### config.mk
export PLATFORM = sky130hd
export DESIGN_NAME = memory
export DESIGN_NICKNAME = d
export VERILOG_FILES = /design/src/rtl/memory_pkg.sv /design/src/rtl/memory.sv
export SDC_FILE = /design/constraint.sdc
export NUM_CORES = 2
export LEC_CHECK = 0
export ABC_AREA = 1
export CORE_AREA = 2 2 420 422
export CTS_BUF_LIST = sky130_fd_sc_hd__clkbuf_2 sky130_fd_sc_hd__clkbuf_4 sky130_fd_sc_hd__clkbuf_8
export DETAILED_ROUTE_END_ITERATION = 8
export DIE_AREA = 0 0 422 424
export HOLD_SLACK_MARGIN = 0.1
export PLACE_DENSITY = 0.7
export SYNTH_ARGS = -nofsm -noshare
export SYNTH_HDL_FRONTEND = slang
export SYNTH_SLANG_ARGS = --single-unit
### constraint.sdc
create_clock -name clk -period 9.15 [get_ports clk]
set_clock_uncertainty 0.05 [all_clocks]
set_input_delay 1.83 -clock clk [delete_from_list [all_inputs] [get_ports clk]]
set_output_delay 1.83 -clock clk [all_outputs]
set_load 0.01 [all_outputs]
### src/rtl/memory_pkg.sv
// memory_pkg
// Shared geometry helpers for the word-wide byte-addressed memory.
// The default constants describe the stock 256-byte / 32-bit configuration;
// the functions let a parameterised instance derive its own geometry.
package memory_pkg;

  localparam int DEFAULT_ADDR_WIDTH = 8;
  localparam int DEFAULT_DATA_WIDTH = 32;

  localparam int BYTES_PER_WORD = DEFAULT_DATA_WIDTH / 8;
  localparam int OFFSET_BITS    = $clog2(BYTES_PER_WORD);

  // Number of byte lanes in one stored word.
  function automatic int bytes_per_word(input int data_width);
    return data_width / 8;
  endfunction

  // Number of low address bits that select a byte inside a word.
  function automatic int offset_bits(input int data_width);
    return $clog2(data_width / 8);
  endfunction

  // Number of words needed to cover the whole byte-address space.
  function automatic int mem_depth(input int addr_width, input int data_width);
    return (2 ** addr_width) / (data_width / 8);
  endfunction

endpackage

### src/rtl/memory.sv
// memory
// Single-port word-wide RAM with a byte address, combinational read and
// synchronous write. Misaligned addresses align down to their word.
// A synchronous active-low reset clears every word and holds data_out at 0.
//
// Ports:
//   clk          - sole clock, all updates on the rising edge
//   rst_n        - synchronous active-low reset
//   addr         - byte address of the accessed word
//   data_in      - write data
//   write_enable - write data_in at the rising edge when high
//   data_out     - combinational read data for addr (0 while in reset)
module memory
  import memory_pkg::*;
#(
  parameter int ADDR_WIDTH = DEFAULT_ADDR_WIDTH,
  parameter int DATA_WIDTH = DEFAULT_DATA_WIDTH
) (
  input  logic                  clk,
  input  logic                  rst_n,
  input  logic [ADDR_WIDTH-1:0] addr,
  input  logic [DATA_WIDTH-1:0] data_in,
  input  logic                  write_enable,
  output logic [DATA_WIDTH-1:0] data_out
);

  localparam int OFFSET = offset_bits(DATA_WIDTH);
  localparam int DEPTH  = mem_depth(ADDR_WIDTH, DATA_WIDTH);
  // A one-word memory still needs a 1-bit index to declare a vector.
  localparam int IDX_W  = (ADDR_WIDTH > OFFSET) ? (ADDR_WIDTH - OFFSET) : 1;

  logic [DATA_WIDTH-1:0] mem [DEPTH];
  logic [ADDR_WIDTH-1:0] word_addr;
  logic [IDX_W-1:0]      index;

  // Drop the byte-offset bits so every byte of a word hits the same entry.
  always_comb begin
    word_addr = addr >> OFFSET;
    index     = word_addr[IDX_W-1:0];
  end

  // Storage update: reset wins over a pending write and clears every word.
  always_ff @(posedge clk) begin
    if (!rst_n) begin
      for (int i = 0; i < DEPTH; i++) begin
        mem[i] <= '0;
      end
    end else if (write_enable) begin
      mem[index] <= data_in;
    end
  end

  // Zero-latency read; masking with rst_n keeps the output clean before the
  // first reset edge has cleared the array.
  always_comb begin
    data_out = '0;
    if (rst_n) begin
      data_out = mem[index];
    end
  end

endmodule

---- Word-level counts from Yosys, hierarchy flattened ----
Memory sizes are Yosys's and may differ from the RTL's.
Cells that the tools add are included.
word-level totals
  register bits after elaboration ......... 0
  bits in writable memories ............... 2048
  bits of input ports ..................... 43
  memories ................................ 1
cells by class
  multiplexer cells ....................... 8
  reduce and logical (&&, ||, !) cells .... 1
memory list
  memory  depth  width  read ports  clocked after memory_dff  write ports  line          RTL
  mem     64     32     1           0                         64           memory.sv:32  logic [DATA_WIDTH-1:0] mem [DEPTH];
operator list
  kind               count
  $mux W32           2
  $reduce_or A32 Y1  1
  $mux W6            1
  $mux W1            5

---- Logic depth before layout (Yosys ltp) ----
  depth in word-level cells ............... 5
  depth in mapped cells ................... 15
  depth with buffers taken out ............ 11

---- Worst setup path after synthesis ----
OpenSTA, ideal clock, no wires.
  path kind ............................... input port to output port
  start ................................... in addr[2]
  end ..................................... out data_out[10]
  data arrival time ....................... 3.388 ns
  setup slack ............................. 3.882 ns
  cell stages on the path ................. 15
  buffers on the path ..................... 4
  cells stage by stage .................... buf_2 > inv_2 > buf_2 > clkbuf_1 > clkbuf_1 > nand2_1 > nand2_1 > nand2_1 > nand2_1 > nand2_1 > nand2_1 > nand2_1 > nand2_1 > nor2_1 > a21oi_1
on the way
  cells in the longest elaborated chain, start to end .. 2
RTL lines
  item             line          RTL
  from (decl)      memory.sv:21  input logic [ADDR_WIDTH-1:0] addr,
  $mem_v2 Z64 W32  --
  $mux W32         memory.sv:57  if (rst_n) begin
  to (decl)        memory.sv:24  output logic [DATA_WIDTH-1:0] data_out
Every way passes these cells.

---- Worst setup path after layout ----
  start ................................... in addr[2]
  end ..................................... out data_out[21]
Same word-level chain as after synthesis.

==> impl_results.md <==
- Status: finished clean
- Unique masters post-synth: 18
- CTS tree: yes
- Grt ovf: 0
- Total negative slack: 0 ns
- Synth area leaders: edfxtp_1 (65%), nand2_1 (23%), nor2_1 (8.4%)
- # H-tree levels: 5
- Placed Area: slightly below 100000 µm²
- WHS Path Cells: 2
- Worst slack at placement: about 1.6 ns
- Final #Nets: approximately 11000
- LEAKAGE: approximately 0.046 µW
- Slack of the critical path: between 1 and 1.5 ns
- Synthesized instance count: 11000
- I/O Pins: 75
- Violation count after the first detailed-route iteration: 11100
- Register with the most flip-flops: mem
- Worst setup path category: in2out
- Endpoints failing hold: 0
- Worst EP arrival: slightly above 6 ns
- Clock share of power: roughly 38%
- Via count of the first global-routing pass: ~70000
- Post-synth EDFFs: just over 2000
- 1st-pass router iterations: 6
- Clk sinks: approximately 2000
- Tmin final: just under 8 ns
- Tot GR Track Use: roughly 34%
- Design area: 104000 µm²
- Clock tree buffer depth: 4
- Routed WL: between 300000 and 400000 µm
- Leading cell types by count after synthesis: nand2_1 (5818), nor2_1 (2128), edfxtp_1 (2048)
- Top cell type by total area after synthesis: edfxtp_1
- First-pass GRT wire length: between 400000 and 500000 µm
- Worst setup SP type: primary input
- Pin count of the biggest net entering global routing: about 160
- Critical-path top delay cell: inv_8
- Max Fclk: 0.126 GHz
- Placer Congestion: between 1 and 1.5
- Final ANT Viol Nets: 0
- Die area: between 150000 and 200000 µm²
- #FFs+latches synth: 2048
- Share of cells above drive strength 1: under 10%
- Cell Chain, Critical Path: buf_8 -> inv_8 -> buf_4 -> nand2_1 -> nand2_1 -> nand2_1 -> nand2_1 -> nand2_1 -> nand2_1 -> nand2_1 -> nand2_1 -> nor2_1 -> a21oi_1 -> clkdlybuf4s50_1
- Synthesized area: approximately 95000 µm²
- Largest regs: mem (2048)
- CP Max Fanout: ~110
- Clock Tree Root: clkbuf_8
- Max stage delay on crit path: around 0.73 ns
- RSZ-0062 raised after global routing: false
- Setup bufs post-CTS: 0
- Sw frac: 25.7%
- Vias per std cell: roughly 5.6
- Power per Cell Area: 199 nW/µm²
- Initial antenna violation count: 7
- DP Wirelength: ~170000 µm
- Top cell type's share of synthesized area: between 60 and 70%
- Max-cap violations: 0
- Mapped Nets: ~11000
- Site Rows: between 150 and 200
- Critical Path Most Common Cell: nand2_1
- Worst path required time: about 7.3 ns
- Routed WL per cell: approximately 23 µm
- Port Buffers: ~70
- CTS clk-pin slew, worst paths: ~0.06 ns
- VDD IR-drop max: 0.172 mV
- Period utilisation layout: 86.4%
- Top-count cell post-synth: nand2_1
- Max-slew violations: 0
- Combinational power share: a little under a tenth
- Area of the core: 175000 µm²
- Ys flop type: edfxtp_1
- Starting density of the core: roughly 54%
- Worst-Margin Slew: around 1.3 ns
- Slew HR: 16.3%
- Pint: roughly 15000 µW
- Asr flop ratio synth: 0%
- Switching pwr: ~5300 µW
- Max reg flops: between 2000 and 2500
- Hold Crit Start: rst_n
- Setup violators final: 0
- DRC Markers: 0
- Die H: roughly 420 µm
- Hold Path End: mem[26][10]$_SDFFCE_PN0P_
- Synth warnings: 0
- Post-CTS Resized: 0
- Die X: roughly 420 µm
- Area Overhead vs Synth: 9.47%
- Cts hold-fix bufs: 0
- Critical Path Sink Type: primary output
- CTS Buf Count: between 300 and 400
- Flop pwr share: between 50 and 60%
- Routed vias: about 75000
- Hold crit path type: in2reg
- Seq/Total Area, Yosys: roughly 65%
- Synthesized area per cell: ~8.7 µm²
## placed cells by master (no fill, tap or decap), types with 2 or more instances in the layout
master and instances:
buf_4 199, diode_2 3, o211ai_1 8, bufinv_16 6
clkdlybuf4s50_1 68, inv_1 19, inv_8 3, a21oi_1 32
nand2_1 5790, nor3_2 9, buf_12 27, nand3_1 6
clkinv_2 44, nor4_1 2, clkbuf_4 127, clkbuf_8 349
nor2_1 2128, edfxtp_1 2048, clkinvlp_4 5, nor4_2 3
inv_6 4, buf_8 3, nor3_4 4, clkinv_1 73
nand2_2 28, or2_2 3, o21ai_0 9
## critical path: cells and delay by family
family | cells | cell delay [ns]
buffers and inverters | 4 | 2.20
AND/OR/NAND/NOR | 9 | 1.24
AO/OA/AOI/OAI | 1 | 0.53
## cell families (layout without fill, tap and decap cells)
| family | Yosys count | after routing | synth area share, % |
|---|---|---|---|
| flops | 2048 | 2048 | 64.6 |
| simple gates | 7975 | 7975 | 31.5 |
| other cells | 0 | 3 | 0 |
| compound gates | 49 | 49 | 0.279 |
| buf+inv | 878 | 927 | 3.60 |
## final cells by class
type / instances / area [µm²]
antenna: 3 / 7.51
clock buffer: 476 / 5760
clock inverter: 100 / 587
fill: 15000 / 70700
inverter: 54 / 265
multi-input combinational: 8024 / 30400
sequential: 2048 / 61500
tap: 2340 / 2930
timing repair buffer: 297 / 2760
## worst max path at each step
stage / start / endpoint / slack, ns
floorplan: addr[2] / data_out[10] / 3.88
global placement: addr[2] / data_out[15] / 1.58
detailed placement: addr[2] / data_out[21] / 1.59
CTS: addr[2] / data_out[15] / 1.59
global route: addr[2] / data_out[13] / 1.32
finish: addr[2] / data_out[21] / 1.24
## routing by layer
layer | share of wire (%) | vias to the layer above | global-route usage [%] | routed length [µm]
met5 | 0.0082 | - | 0 | 25
met4 | 6.8 | 4 | 20.4 | 20800
met3 | 12 | 753 | 7.06 | 37000
met2 | 44 | 4771 | 50.4 | 135000
met1 | 37 | 35400 | 46.0 | 114000
li1 | - | 34100 | - | -
## through the flow
stage	power, µW	util (%)	hold WS, ns	cells
after detailed placement	13100	55.9	2.52	12800
after global placement	13000	55.9	2.50	12800
after global routing	21400	59.6	1.41	13300
after CTS	20700	59.6	1.36	13300
after floorplan	12200	-	2.03	11000
final	20800	59.6	1.46	13300
## power by group through the flow
stage | combinational, µW | clock [µW] | sequential [µW]
after floorplan | 1140 | 0 | 11100
after global placement | 1910 | 0 | 11100
after detailed placement | 1940 | 0 | 11100
after CTS | 1940 | 7870 | 10900
after global routing | 2130 | 8270 | 11000
final | 1990 | 7860 | 10900
Power figures use the tool's default switching activity.
